==> config.mk <==
export PLATFORM = sky130hd
export DESIGN_NAME = systolic_sequencer
export DESIGN_NICKNAME = d
export VERILOG_FILES = /design/src/rtl/systolic_sequencer.sv
export SDC_FILE = /design/constraint.sdc
export NUM_CORES = 1
export LEC_CHECK = 0
export CAP_MARGIN = 40
export CORE_AREA = 2 2 258 260
export DETAILED_ROUTE_END_ITERATION = 10
export DIE_AREA = 0 0 260 262
export PLACE_DENSITY = 0.7
export SLEW_MARGIN = 15
export SYNTH_ARGS = -nofsm -noshare
export SYNTH_HDL_FRONTEND = slang
export SYNTH_SLANG_ARGS = --single-unit
==> constraint.sdc <==
create_clock -name clk -period 2.85 [get_ports clk]
set_input_delay 0.285 -clock clk [delete_from_list [all_inputs] [get_ports clk]]
set_output_delay 0.285 -clock clk [all_outputs]
set_load 0.02 [all_outputs]
==> src/rtl/systolic_sequencer.sv <==
// Operand sequencer for a 4x4 output-stationary systolic array.
// Latches A/B tiles, injects skewed rows/columns, waits out drain, pulses done.
module systolic_sequencer #(
    parameter int DATA_WIDTH   = 16,
    parameter int DRAIN_CYCLES = 4
) (
    input  logic                     clk,
    input  logic                     reset,
    input  logic                     start,
    input  logic                     stall,
    input  logic [16*DATA_WIDTH-1:0] a_mat,
    input  logic [16*DATA_WIDTH-1:0] b_mat,
    output logic [4*DATA_WIDTH-1:0]  left_data,
    output logic [3:0]               left_valid,
    output logic [4*DATA_WIDTH-1:0]  top_data,
    output logic [3:0]               top_valid,
    output logic                     array_clear,
    output logic                     array_pause,
    output logic                     busy,
    output logic                     done
);

    typedef enum logic [2:0] {
        S_IDLE,
        S_CLEAR,
        S_FEED,
        S_DRAIN,
        S_DONE
    } state_t;

    localparam logic [2:0] T_FEED_LAST  = 3'd6;
    localparam logic [2:0] T_DRAIN_LAST = 3'(DRAIN_CYCLES - 1);

    state_t                    state_q, state_d;
    logic [2:0]                t_q, t_d;
    logic [16*DATA_WIDTH-1:0]  a_q, a_d;
    logic [16*DATA_WIDTH-1:0]  b_q, b_d;
    logic [2:0]                k;

    // State, skew counter and operand tiles
    always_ff @(posedge clk) begin
        if (reset) begin
            state_q <= S_IDLE;
            t_q     <= '0;
            a_q     <= '0;
            b_q     <= '0;
        end else begin
            state_q <= state_d;
            t_q     <= t_d;
            a_q     <= a_d;
            b_q     <= b_d;
        end
    end

    // Next-state sequencing; stall freezes the counter in FEED and DRAIN
    always_comb begin
        state_d = state_q;
        t_d     = t_q;
        a_d     = a_q;
        b_d     = b_q;
        unique case (state_q)
            S_IDLE: begin
                if (start) begin
                    state_d = S_CLEAR;
                    a_d     = a_mat;
                    b_d     = b_mat;
                end
            end
            S_CLEAR: begin
                state_d = S_FEED;
                t_d     = '0;
            end
            S_FEED: begin
                if (!stall) begin
                    if (t_q == T_FEED_LAST) begin
                        state_d = S_DRAIN;
                        t_d     = '0;
                    end else begin
                        t_d = t_q + 3'd1;
                    end
                end
            end
            S_DRAIN: begin
                if (!stall) begin
                    if (t_q == T_DRAIN_LAST) begin
                        state_d = S_DONE;
                        t_d     = '0;
                    end else begin
                        t_d = t_q + 3'd1;
                    end
                end
            end
            S_DONE: begin
                t_d = '0;
                if (start) begin
                    state_d = S_CLEAR;
                    a_d     = a_mat;
                    b_d     = b_mat;
                end else begin
                    state_d = S_IDLE;
                end
            end
            default: begin
                state_d = S_IDLE;
                t_d     = '0;
            end
        endcase
    end

    // Skewed edge injection: lane n carries operand index t-n while in range
    always_comb begin
        left_data  = '0;
        left_valid = '0;
        top_data   = '0;
        top_valid  = '0;
        k          = '0;
        if (state_q == S_FEED) begin
            for (int n = 0; n < 4; n++) begin
                k = t_q - 3'(n);
                if ((t_q >= 3'(n)) && (k <= 3'd3)) begin
                    left_valid[n] = 1'b1;
                    left_data[n*DATA_WIDTH +: DATA_WIDTH] =
                        a_q[(n*4 + int'(k[1:0]))*DATA_WIDTH +: DATA_WIDTH];
                    top_valid[n] = 1'b1;
                    top_data[n*DATA_WIDTH +: DATA_WIDTH] =
                        b_q[(int'(k[1:0])*4 + n)*DATA_WIDTH +: DATA_WIDTH];
                end
            end
        end
    end

    assign array_clear = (state_q == S_CLEAR);
    assign array_pause = stall & ((state_q == S_FEED) | (state_q == S_DRAIN));
    assign busy        = (state_q != S_IDLE);
    assign done        = (state_q == S_DONE);

endmodule

# Yosys cells after proc, flatten, opt, wreduce, memory -nomap -nowiden
# Cells that the tools add are included.
# word_totals
regBits	518
input_bits	516
out_inout_bits	140
wordCells	81
# classes
n_addsub	10
n_lt_le_gt_ge	8
eq_ne	11
n_shift	8
muxes	27
bitwise	3
reduce_logical	10
# ops
operator	n
variable part select 256 x 10 -> 16 bit	5
variable part select 256 x 9 -> 16 bit	2
variable part select 256 x 7 -> 16 bit	1
two-way mux 16 bit	8
two-way mux 64 bit	2
two-way mux 3 bit	9
one-hot mux 3 bit (5 select lines)	1
<= comparator 3 x 2 -> 1 bit, second input constant	4
adder 4 x 2 -> 5 bit, first input constant	2
adder 4 x 2 -> 5 bit, second input constant	2
!= test 2 bit, second input constant	5
equality test 3 x 2 -> 1 bit, second input constant	3
one-hot mux 3 bit (3 select lines)	1
equality test 3 bit, second input constant	2
greater-or-equal comparator 3 x 1 -> 1 bit, second input constant	2
greater-or-equal comparator 3 x 2 -> 1 bit, second input constant	2
subtractor 3 x 2 -> 3 bit, second input constant	2
adder 4 x 1 -> 5 bit, second input constant	1
two-way mux 1 bit	5
AND reduction 5 bit	1
adder 3 x 2 -> 4 bit, first input constant	1
logical AND 1 bit	4
two-way mux 4 bit	1
adder 3 x 1 -> 3 bit, second input constant	1
10 further kinds	10

# Logic depth before layout (Yosys ltp)
# depth
ltp_word	5
depth_mapped	12
depth_no_buf	6

# Worst setup path before layout
# Ideal clock, no wire load.
# synth_path
path_kind	reg-to-output
from	register t_q[1]
to	output left_data[52]
t_arrival_ns	2.659
required_time_ns	2.565
setup_slack_ns	-0.094
stages_incl_launch_ff	9
n_path_buf	4
cell_sequence	dfxtp_1 > buf_2 > buf_1 > inv_1 > ha_1 > buf_4 > buf_4 > mux4_2 > and2b_2
# synth_between
elab_chain_cells	5
# synth_lines
element	line	text
start: declaration	35	logic [2:0] t_q, t_d;
start signal: assignment	49	t_q <= t_d;
subtractor 3 x 2 -> 3 bit	119	k = t_q - 3'(n);
adder 4 x 2 -> 5 bit or <= comparator 3 x 2 -> 1 bit (tied branches)	123, 120	
variable part select 256 x 10 -> 16 bit or logical AND 1 bit (tied branches)	123, 120	
two-way mux 16 bit *	120	if ((t_q >= 3'(n)) && (k <= 3'd3)) begin
two-way mux 64 bit *	117	if (state_q == S_FEED) begin
end: declaration	13	output logic [4*DATA_WIDTH-1:0] left_data,
# Every way passes the cells marked *; elsewhere a longest branch is shown, timed or not.

# Final worst setup path
# layout_path
from	register t_q[1]
to	output top_data[59]
# layout_between
elab_chain_cells	5
# layout_lines
element	line	text
subtractor 3 x 2 -> 3 bit	119	
adder 4 x 2 -> 5 bit or <= comparator 3 x 2 -> 1 bit (tied branches)	126, 120	
variable part select 256 x 10 -> 16 bit or logical AND 1 bit (tied branches)	126, 120	
two-way mux 16 bit *	120	
two-way mux 64 bit *	117	
end: declaration	15	output logic [4*DATA_WIDTH-1:0] top_data,
# Marked as above.

==> results.sh <==
export IMPL_outcome="complete, but fails checks"
export IMPL_violations="setup timing"
export IMPL_ctsRootBufferMaster="clkbuf_16"
export IMPL_layout_setup_ws_ps=-23.6
export IMPL_numClockSinks=518
export IMPL_overflow=0
export IMPL_p_leak_uw=0.0117
export IMPL_core_um2=65300
export IMPL_drive_gt1_frac=0.142
export IMPL_met2_length_um=38000
export IMPL_wl_um=77900
export IMPL_path_class="reg -> out"
export IMPL_detail_route_antenna_nets=0
export IMPL_crit_chain="clkinvlp_4 -> ha_4 -> buf_16 -> mux4_4 -> and2b_2 -> buf_6"
export IMPL_worst_path_max_fanout=6
export IMPL_cts_buffers=56
export IMPL_place_gp_congestion=0.890
export IMPL_synth_top_area_frac=0.471
export IMPL_peakVddDrop_mv=0.489
export IMPL_cts_buffer_depth=3
export IMPL_fp_dieW_um=260
export IMPL_worst_slew_pin_slew_ps=1020
export IMPL_finalPower_uw=18800
export IMPL_p_per_area_nw_per_um2=592
export IMPL_arrival_ps=2590
export IMPL_clk_pin_slew_worst_paths_ps=60
export IMPL_syn_nets=3127
export IMPL_first_pass_iters=5
export IMPL_drt_initial_drc_count=1525
export IMPL_rows=94
export IMPL_required_ps=2570
export IMPL_htreeDepth=2
export IMPL_wl_met3_um=5990
export IMPL_avgSynthCellArea_um2=8.47
export IMPL_yosys_warnings=0
export IMPL_drc=0
export IMPL_cts_tree="built"
export IMPL_grt_max_degree=132
export IMPL_syn_cell_area_um2=22000
export IMPL_holdBufCountCts=0
export IMPL_fp_dieH_um=262
export IMPL_syn_to_final_growth_pct=44.2
export IMPL_grt_pass1_wl_um=115000
export IMPL_holdWs_ps=198
export IMPL_num_vias=20300
export IMPL_clock_skew_ps=23.0
export IMPL_synth_top_flop_cell="dfxtp_1"
export IMPL_critPathSlowestCell="mux4_4"
export IMPL_dieArea_um2=68100
export IMPL_async_flop_share=0
export IMPL_ys_types=38
export IMPL_wl_per_cell_um=18.9
export IMPL_clock_latency_ps=600
export IMPL_dp_final_hpwl_um=53300
export IMPL_hold_viol_final=0
export IMPL_viasPerCell=4.94
export IMPL_maxCapViolCount=0
export IMPL_clock_fmax_mhz=348
export IMPL_grt_pass1_vias=20000
export IMPL_grtUsageTotal=0.218
export IMPL_antenna_found_initial=17
export IMPL_drv_slew=0
export IMPL_io_pins=656
export IMPL_synth_commonest_cells="nand2_1 (1,032), dfxtp_1 (518), a21oi_1 (516)"
export IMPL_min_path_type="in -> reg"
export IMPL_start_util=0.337
export IMPL_rsz0062_at_grt="yes"
export IMPL_synth_most_common_cell="nand2_1"
export IMPL_setup_viol=6
export IMPL_synth_seq_cells=518
export IMPL_top_layer_used="met5"
export IMPL_port_buffers=655
export IMPL_synth_cells=2601
export IMPL_final_nets=3720
export IMPL_met1_length_um=30700
export IMPL_synth_edf_count=0
export IMPL_layout_worst_path_cycle_share=1.01
export IMPL_cpPeakStageDelay_ps=630
export IMPL_synthTopCellsByArea="dfxtp_1 (47%), nand2_1 (18%), mux4_2 (13%)"
export IMPL_worstSetupEndpointType="primary output"
export IMPL_ys_seq_area_frac=0.471
export IMPL_synth_top_cell_by_area="dfxtp_1"
export IMPL_place_ws_ps=66.1
export IMPL_worst_setup_path_start_kind="flop"
export IMPL_relSlewSlack=0.319
export IMPL_fin_crit_ps=2870
-- critical path, delay by kind of cell, from the launching register on --
family                   cells  cell delay [ps]
flip-flops                   1              370
multiplexers                 1              630
AND/OR/NAND/NOR              1              220
buffers and inverters        3              400
adder cells (fa/ha/maj)      1              350
-- final cells by class --
| cell class | count | area (µm²) |
|---|---|---|
| antenna | 10 | 25.0 |
| clock buffer | 86 | 1640 |
| clock inverter | 15 | 174 |
| fill | 6240 | 33500 |
| inverter | 12 | 51.3 |
| multi-input combinational | 1854 | 10800 |
| sequential | 518 | 10400 |
| tap | 864 | 1080 |
| timing repair buffer | 752 | 7620 |
-- metal layers --
layer | up-vias | global-route usage
li1 | 9827 | -
met1 | 9569 | 0.266
met2 | 717 | 0.366
met3 | 189 | 0.0538
met4 | 16 | 0.0926
met5 | - | 0
-- sequential cells by signal, summed over array words and instances, names as in the netlist --
register	count
b_q	256
a_q	256
state_q	3
t_q	3
-- stage by stage --
stage               std cells  area [µm²]  setup TNS, ps  utilization
floorplan                2601       22000              0            -
global route             4109       31800          -2930        0.486
global placement         3963       29500              0        0.451
detailed placement       3963       29500              0        0.451
CTS                      4091       31600          -1790        0.484
finish                   4111       31800          -56.0        0.487
-- placed cells by master, fill, tap and decap left out, drive strengths merged, types with 4 or more instances in the layout --
| cell type | Yosys | layout |
|---|---|---|
| nand2 | 1032 | 1032 |
| clkdlybuf4s50 | 0 | 518 |
| dfxtp | 518 | 518 |
| a21oi | 516 | 516 |
| buf | 134 | 153 |
| clkbuf | 83 | 131 |
| mux4 | 128 | 128 |
| nor2b | 119 | 119 |
| dlygate4sd2 | 0 | 21 |
| clkdlybuf4s15 | 0 | 14 |
| inv | 12 | 13 |
| and2b | 12 | 12 |
| clkinv | 0 | 11 |
| diode | 0 | 10 |
| ha | 10 | 10 |
| nor2 | 6 | 6 |
| o21ai | 6 | 6 |
| nor3b | 4 | 4 |
-- path summary, 6_finish.rpt --
check / start / slack [ps] / end / cells after the start
max: t_q[1]$_SDFFE_PP0P_ / -20 / top_data[59] / 6
min: reset / 200 / b_q[79]$_SDFFE_PP0P_ / 2
max reg2reg: state_q[0]$_SDFFE_PP0P_ / 860 / b_q[82]$_SDFFE_PP0P_ / 6
min reg2reg: b_q[102]$_SDFFE_PP0P_ / 450 / b_q[102]$_SDFFE_PP0P_ / 2
-- what timing repair did --
action | 4_1_cts | 5_1_grt
setup endpoints to repair | 136 | 113
gates resized for setup | 391 | 179
gates cloned | 8 | 2
pin swaps | 2 | 4
setup buffers | 19 | 13
-- kinds of logic (layout without fill, tap and decap cells) --
logic type | after synthesis | after routing | synth area share
flops | 518 | 518 | 0.471
xor+xnor | 1 | 1 | 0.000398
mux | 128 | 128 | 0.131
compound gates | 528 | 528 | 0.121
other cells | 0 | 10 | 0
simple gates | 1187 | 1187 | 0.221
fa+ha+maj | 10 | 10 | 0.00568
buf+inv | 229 | 865 | 0.0500
-- power by group --
| part | total (µW) | leakage, µW | internal [µW] | switching [µW] |
|---|---|---|---|---|
| Sequential | 8280 | 0.00425 | 7910 | 369 |
| Combinational | 3320 | 0.00654 | 1640 | 1680 |
| Clock | 7180 | 0.000893 | 4150 | 3030 |
| Total | 18800 | 0.0117 | 13700 | 5080 |
Power figures use the tool's default switching activity.
